`config.mk`:
```
export PLATFORM = sky130hd
export DESIGN_NAME = amm_burst_bridge
export DESIGN_NICKNAME = d
export VERILOG_FILES = /design/src/rtl/amm_burst_bridge.sv
export SDC_FILE = /design/constraint.sdc
export NUM_CORES = 1
export LEC_CHECK = 0
export CORE_MARGIN = 2
export CORE_UTILIZATION = 40
export CTS_BUF_LIST = sky130_fd_sc_hd__clkbuf_8
export DETAILED_ROUTE_END_ITERATION = 7
export GPL_TIMING_DRIVEN = 1
export PLACE_DENSITY = 0.67
export SETUP_SLACK_MARGIN = 0.5
export SYNTH_ARGS = -nofsm -noshare
export SYNTH_HDL_FRONTEND = slang
export SYNTH_SLANG_ARGS = --single-unit
```
`constraint.sdc`:
```
create_clock -name clk -period 5.95 [get_ports clk]
set_input_delay 1.19 -clock clk [delete_from_list [all_inputs] [get_ports clk]]
set_output_delay 1.19 -clock clk [all_outputs]
set_load 0.1 [all_outputs]
```
`src/rtl/amm_burst_bridge.sv`:
```
// amm_burst_bridge: bursting Avalon-MM slave to single-beat master; define AMM_BURST_BRIDGE_WRAP_EN for wrapping bursts
module amm_burst_bridge #(
  parameter int P_ASIZE  = 32,
  parameter int P_DBYTES = 4,
  parameter int P_BSIZE  = 4
) (
  input  logic                  clk,
  input  logic                  rst_n,
  input  logic [P_ASIZE-1:0]    s_address,
  input  logic [P_BSIZE-1:0]    s_burstcount,
  input  logic                  s_read,
  input  logic                  s_write,
  input  logic [P_DBYTES*8-1:0] s_writedata,
  input  logic [P_DBYTES-1:0]   s_byteenable,
  output logic                  s_waitrequest,
  output logic [P_DBYTES*8-1:0] s_readdata,
  output logic                  s_readdatavalid,
  output logic [P_ASIZE-1:0]    m_address,
  output logic [P_DBYTES*8-1:0] m_writedata,
  output logic [P_DBYTES-1:0]   m_byteenable,
  output logic                  m_read,
  output logic                  m_write,
  input  logic                  m_waitrequest,
  input  logic [P_DBYTES*8-1:0] m_readdata
);
  localparam logic [P_BSIZE-1:0] ONE  = P_BSIZE'(1);
  localparam logic [P_ASIZE-1:0] STEP = P_ASIZE'(P_DBYTES);
`ifdef AMM_BURST_BRIDGE_WRAP_EN
  localparam int P_MAXB = 1 << (P_BSIZE - 1);
  localparam logic [P_ASIZE-1:0] WMASK = P_ASIZE'(P_MAXB * P_DBYTES - 1);
`endif
  typedef enum logic [1:0] {IDLE, RD, WR} state_t;
  state_t state;
  logic [P_ASIZE-1:0] base;
  logic [P_BSIZE-1:0] cnt, i_beat, acc_cnt, bc;
  logic hv, last, up_acc, dn_acc;
  function automatic logic [P_ASIZE-1:0] baddr(input logic [P_ASIZE-1:0] b, input logic [P_BSIZE-1:0] k);
    logic [P_ASIZE-1:0] n;
    n = b + P_ASIZE'(k) * STEP;
`ifdef AMM_BURST_BRIDGE_WRAP_EN
    return (b & ~WMASK) | (n & WMASK);
`else
    return n;
`endif
  endfunction
  always_comb begin
    bc = (s_burstcount == '0) ? ONE : s_burstcount;
    last = (i_beat == cnt - ONE);
    s_waitrequest = (state == RD) | ((state == WR) & ((acc_cnt == '0) | (hv & m_waitrequest)));
    up_acc = (state == WR) & s_write & ~s_waitrequest;
    dn_acc = hv & ~m_waitrequest;
  end
  assign m_write = hv;
  always_ff @(posedge clk or negedge rst_n) begin
    if (!rst_n) begin
      state           <= IDLE;
      base            <= '0;
      cnt             <= '0;
      i_beat          <= '0;
      acc_cnt         <= '0;
      hv              <= 1'b0;
      s_readdata      <= '0;
      s_readdatavalid <= 1'b0;
      m_address       <= '0;
      m_writedata     <= '0;
      m_byteenable    <= '0;
      m_read          <= 1'b0;
    end else begin
      s_readdatavalid <= 1'b0;
      case (state)
        IDLE: begin
          if (s_write) begin
            state        <= WR;
            base         <= s_address;
            cnt          <= bc;
            acc_cnt      <= bc - ONE;
            i_beat       <= '0;
            m_address    <= s_address;
            m_writedata  <= s_writedata;
            m_byteenable <= s_byteenable;
            hv           <= 1'b1;
          end else if (s_read) begin
            state        <= RD;
            base         <= s_address;
            cnt          <= bc;
            i_beat       <= '0;
            m_address    <= s_address;
            m_byteenable <= '1;
            m_read       <= 1'b1;
          end
        end
        RD: begin
          if (!m_waitrequest) begin
            s_readdata      <= m_readdata;
            s_readdatavalid <= 1'b1;
            if (last) begin
              state  <= IDLE;
              m_read <= 1'b0;
            end else begin
              i_beat    <= i_beat + ONE;
              m_address <= baddr(base, i_beat + ONE);
            end
          end
        end
        WR: begin
          // a refill in the same cycle as a drain keeps hv set, so no bubble
          if (up_acc) begin
            m_writedata  <= s_writedata;
            m_byteenable <= s_byteenable;
            hv           <= 1'b1;
            acc_cnt      <= acc_cnt - ONE;
          end else if (dn_acc) begin
            hv <= 1'b0;
          end
          if (dn_acc) begin
            if (last) begin
              state <= IDLE;
            end else begin
              i_beat    <= i_beat + ONE;
              m_address <= baddr(base, i_beat + ONE);
            end
          end
        end
        default: state <= IDLE;
      endcase
    end
  end
  a_rd_wr_excl: assert property (@(posedge clk) disable iff (!rst_n) !((state == IDLE) && s_read && s_write));
endmodule

```
==> flow_metrics.env, run 1 <==
export IMPL_status="finished clean"
export IMPL_drive_above_1_share_pct=18.6
export IMPL_synth_top_cells_by_count="149 x dfrtp_1, 100 x mux2_2, 47 x nand2_1"
export IMPL_port_buffers=212
export IMPL_finalClockSkew_ns=0.0113
export IMPL_nFillCells=1506
export IMPL_arrival_ns=3.27
export IMPL_ctsResizeCount=0
export IMPL_crit_chain="clkdlybuf4s50_1 > a21o_1 > a21o_1 > clkdlybuf4s50_1"
export IMPL_critPathMaxFanout=7
export IMPL_hold_class="flop to flop"
export IMPL_cts_tree="built"
export IMPL_async_reset_ff_share_pct=100
export IMPL_top_layer="met4"
export IMPL_hold_buffers=0
export IMPL_dieArea_um2=18800
export IMPL_post_cts_buffers=0
export IMPL_area_growth_pct=38.0
export IMPL_diodes=0
export IMPL_wl_um=17600
export IMPL_rrSetupSlack_ns=2.93
export IMPL_cp_slowest_stage_delay_ns=1.15
export IMPL_grt_pass1_vias=5550
export IMPL_setup_violations=0
export IMPL_dpl_hpwl_um=12600
export IMPL_period_share_pct=75.0
export IMPL_hold_viol_final=0
export IMPL_grt_antenna_before_repair=0
export IMPL_route_detailed_wl_per_inst_um=16.9
export IMPL_multi_input_comb_area_um2=3140
export IMPL_postSynthAreaPerCell_um2=11.8
export IMPL_grt_total_usage_pct=19.2
export IMPL_path_class="primary input to output pin"
export IMPL_dr_pass1_iters=4
export IMPL_place_congestion=0.778
export IMPL_cp_end_kind="output pin"
export IMPL_required_ns=4.76
export IMPL_final_nets=924
export IMPL_synth_cell_type_count=56
export IMPL_cts_buffers=17
export IMPL_io_pins=213
export IMPL_dr_total_vias=5432
export IMPL_synth_most_common_cell="dfrtp_1"
export IMPL_dieHeight_um=137
export IMPL_syn_inst=599
export IMPL_clock_sinks=149
export IMPL_start_util_pct=41.0
export IMPL_min_period_ns=4.46
export IMPL_rows=48
export IMPL_synth_top_area_cell="dfrtp_1"
export IMPL_clock_latency_ns=0.46
export IMPL_regArea_um2=3730
export IMPL_start_kind="primary input"
export IMPL_final_core_util_pct=56.6
export IMPL_synth_enable_flop_cells=0
export IMPL_via_per_inst=5.21
export IMPL_placed_cell_area_um2=9400
export IMPL_cts_max_level=4
export IMPL_timing_rr_start="state[0]$_DFFE_PN0P_"
export IMPL_hold_path_depth=1
export IMPL_final_area_um2=9790
export IMPL_worstHoldStart="m_address[18]$_DFFE_PN0P_"
export IMPL_cpMaxStageDelayCell="clkdlybuf4s50_1"
export IMPL_wl_met1_um=7610
export IMPL_cap_violations=0
export IMPL_cts_clk_slew_worst_paths_ns=0.07
export IMPL_met2_length_um=8780
export IMPL_setup_tns_ns=0
export IMPL_synthTopCellsByArea="dfrtp_1 53%, mux2_2 16%, nand2_1 2.5%"
export IMPL_grt_max_degree=95
export IMPL_grt_pass1_wl_um=28000
export IMPL_ys_flop_type="dfrtp_1"
export IMPL_relSlewSlack_pct=19.7
export IMPL_synth_area_um2=7090
export IMPL_drc=0
export IMPL_worst_slew_pin_transition_ns=1.20
export IMPL_grt_ovfl_total=0
export IMPL_clock_fmax_mhz=224
export IMPL_holdWs_ns=0.483
export IMPL_first_iter_violations=221
export IMPL_clockBufferDepth=2
export IMPL_r2r_cells=7
export IMPL_core_area_um2=17300
export IMPL_synth_nets=719
export IMPL_synth_seq_cells=149
export IMPL_rsz0062_at_grt="false"
export IMPL_die_w_um=137
export IMPL_synth_top_area_share_pct=52.6
export IMPL_slew_violations=0
export IMPL_ant_nets=0
export IMPL_holdPathEnd="m_address[18]$_DFFE_PN0P_"
export IMPL_clockRootBuffer="clkbuf_8"
export IMPL_rr_endpoint="acc_cnt[2]$_DFFE_PN0P_"
export IMPL_ys_warnings_count=0
export IMPL_wl_met3_um=830
export IMPL_yosysSeqAreaShare_pct=52.6
## layout make-up
class	count	area share (%)
clock buffer	19	2.67
timing repair buffer	217	22.1
tap	225	2.88
sequential	149	38.1
multi-input combinational	397	32.1
clock inverter	13	1.35
inverter	22	0.844
## kinds of logic after synthesis
kind of cell	Yosys count	share of synthesized area (%)
flip-flops	149	52.6
AND/OR/NAND/NOR	148	11.0
multiplexers	116	18.1
AO/OA/AOI/OAI	102	10.1
buffers and inverters	53	3.53
XOR/XNOR	20	2.68
adder cells (fa/ha/maj)	11	2.05
## cells in the final DEF (no fill, tap or decap), drive strengths merged, types with 13 or more instances in the layout
cell type,count
inv,24
o21ai,24
nand3,13
mux2i,16
nand2,47
a21o,13
nor2,24
clkbuf,19
clkdlybuf4s50,211
nor3,15
mux2,100
dfrtp,149
## layer usage
| layer | vias to the layer above | global-route usage, % |
|---|---|---|
| met2 | 146 | 31.7 |
| met3 | 30 | 4.45 |
| met1 | 2674 | 24.1 |
| li1 | 2582 | - |
| met5 | - | 0 |
| met4 | 0 | 8.59 |
## worst max-delay path by stage
stage                        from  slack [ns]            end  depth (start not counted)
floorplan           m_waitrequest        2.77  s_waitrequest                          2
global placement    m_waitrequest        1.52  s_waitrequest                          4
detailed placement  m_waitrequest        1.48  s_waitrequest                          4
CTS                 m_waitrequest        1.48  s_waitrequest                          4
global route        m_waitrequest        1.42  s_waitrequest                          4
finish              m_waitrequest        1.49  s_waitrequest                          4
## flip-flops by register name, summed over array words and instances (netlist names)
signal,flops
acc_cnt,4
base,32
cnt,4
i_beat,4
m_address,32
m_byteenable,4
m_read,1
m_write,1
m_writedata,32
s_readdata,32
s_readdatavalid,1
state,2
## critical path, delay by kind of cell
kind / cells / cell delay [ns]
compound gates: 2 / 0.32
buf+inv: 2 / 1.76
## through the flow
step,setup WS (ns),std cells
final,1.49,1042
after CTS,1.48,1042
after global placement,1.52,1010
after floorplan,2.77,599
after detailed placement,1.48,1010
after global routing,1.42,1042
Power of run 1 is left out: the tool's default activity adds up to more than one toggle a clock period on the data nets, which glitch-free logic cannot reach.
==> inputs of run 2 (changes only) <==
clock period = 4.3 ns   (was 5.95 ns; I/O delays follow)
==> run 2 against run 1 <==
Critical path depth increased by 4. Final cell count unchanged. Sequential share of layout area decreased by 0.16 points. Highest routed layer unchanged.
==> flow_metrics.env, run 2 (synthesis results as in run 1) <==
export IMPL_diodes=0
export IMPL_grt_max_degree=79
export IMPL_rr_endpoint="m_address[18]$_DFFE_PN0P_"
export IMPL_slew_violations=0
export IMPL_final_nets=924
export IMPL_dieHeight_um=137
export IMPL_r2r_cells=8
export IMPL_drc=0
export IMPL_holdWs_ns=0.397
export IMPL_path_class="flop to flop"
export IMPL_period_share_pct=70.5
export IMPL_start_util_pct=41.0
export IMPL_grt_pass1_wl_um=28400
export IMPL_rsz0062_at_grt="false"
export IMPL_clock_sinks=149
export IMPL_grt_antenna_before_repair=0
export IMPL_nFillCells=1434
export IMPL_status="finished clean"
export IMPL_hold_buffers=0
export IMPL_port_buffers=212
export IMPL_drive_above_1_share_pct=18.8
export IMPL_area_growth_pct=38.6
export IMPL_setup_tns_ns=0
export IMPL_regArea_um2=3730
export IMPL_ctsResizeCount=0
export IMPL_arrival_ns=3.44
export IMPL_setup_violations=0
export IMPL_layout_common_cells="210 x clkdlybuf4s50_1, 149 x dfrtp_1, 100 x mux2_2"
export IMPL_grt_total_usage_pct=19.5
export IMPL_required_ns=4.71
export IMPL_dr_total_vias=5550
export IMPL_relSlewSlack_pct=21.9
export IMPL_cpMaxStageDelayCell="a211oi_2"
export IMPL_wl_um=18200
export IMPL_cp_end_kind="flop"
export IMPL_die_w_um=137
export IMPL_final_common_cell="clkdlybuf4s50_1"
export IMPL_cp_slowest_stage_delay_ns=0.54
export IMPL_grt_pass1_vias=5704
export IMPL_hold_class="primary input to async pin"
export IMPL_start_kind="flop"
export IMPL_clockBufferDepth=2
export IMPL_route_detailed_wl_per_inst_um=17.5
export IMPL_rows=48
export IMPL_first_iter_violations=212
export IMPL_dr_pass1_iters=4
export IMPL_clockRootBuffer="clkbuf_8"
export IMPL_core_area_um2=17300
export IMPL_timing_rr_start="i_beat[0]$_DFFE_PN0P_"
export IMPL_min_period_ns=3.03
export IMPL_cts_clk_slew_worst_paths_ns=0.09
export IMPL_placed_cell_area_um2=9420
export IMPL_ant_nets=0
export IMPL_io_pins=213
export IMPL_dieArea_um2=18800
export IMPL_final_core_util_pct=56.8
export IMPL_hold_viol_final=0
export IMPL_final_area_um2=9830
export IMPL_place_congestion=0.841
export IMPL_finalClockSkew_ns=0.0136
export IMPL_multi_input_comb_area_um2=3140
export IMPL_dpl_hpwl_um=13100
export IMPL_grt_ovfl_total=0
export IMPL_worstSetupStartpoint="i_beat[0]$_DFFE_PN0P_"
export IMPL_cts_max_level=4
export IMPL_cts_tree="built"
export IMPL_cap_violations=0
export IMPL_cts_buffers=17
export IMPL_clock_fmax_mhz=330
export IMPL_critPathMaxFanout=6
export IMPL_worst_slew_pin_transition_ns=1.17
export IMPL_clock_latency_ns=0.46
export IMPL_via_per_inst=5.33
export IMPL_rrSetupSlack_ns=1.27
export IMPL_post_cts_buffers=0
export IMPL_crit_chain="ha_1 > inv_1 > fa_1 > nand2b_1 > a211oi_2 > or4b_1 > a311oi_1 > a21o_1"
-- run 2: worst max path at each step --
stage                                       end  slack (ns)
floorplan                         s_waitrequest        1.56
global placement         acc_cnt[2]$_DFFE_PN0P_        1.17
detailed placement  m_writedata[24]$_DFFE_PN0P_        1.06
CTS                   m_address[18]$_DFFE_PN0P_        1.30
global route             acc_cnt[2]$_DFFE_PN0P_        0.95
finish                m_address[18]$_DFFE_PN0P_        1.27
-- run 2: area by class of cell --
cell class | count | area share [%]
clock buffer | 17 | 2.38
clock inverter | 15 | 1.83
inverter | 22 | 0.840
multi-input combinational | 397 | 32.0
sequential | 149 | 37.9
tap | 225 | 2.86
timing repair buffer | 217 | 22.2
-- run 2: critical path, delay by kind of cell, from the launching register on --
family | cells | cell delay [ns]
AOI/OAI and AO/OA | 3 | 0.92
and+or+nand+nor | 2 | 0.78
adders and majority gates | 2 | 0.76
DFF | 1 | 0.44
buffers and inverters | 1 | 0.08
-- run 2: metal layers --
metal	track usage, %	up-vias	routed length (um)
li1	-	2578	-
met1	24.9	2757	7840
met2	31.6	180	8950
met3	4.64	35	942
met4	8.36	0	513
met5	0	-	0
-- run 2: stage by stage --
| stage | setup slack, ns | instances |
|---|---|---|
| after floorplan | 1.56 | 599 |
| final | 1.27 | 1042 |
| after global placement | 1.17 | 1010 |
| after global routing | 0.947 | 1042 |
| after detailed placement | 1.06 | 1010 |
| after CTS | 1.30 | 1042 |
Power of run 2 is left out for the same reason.
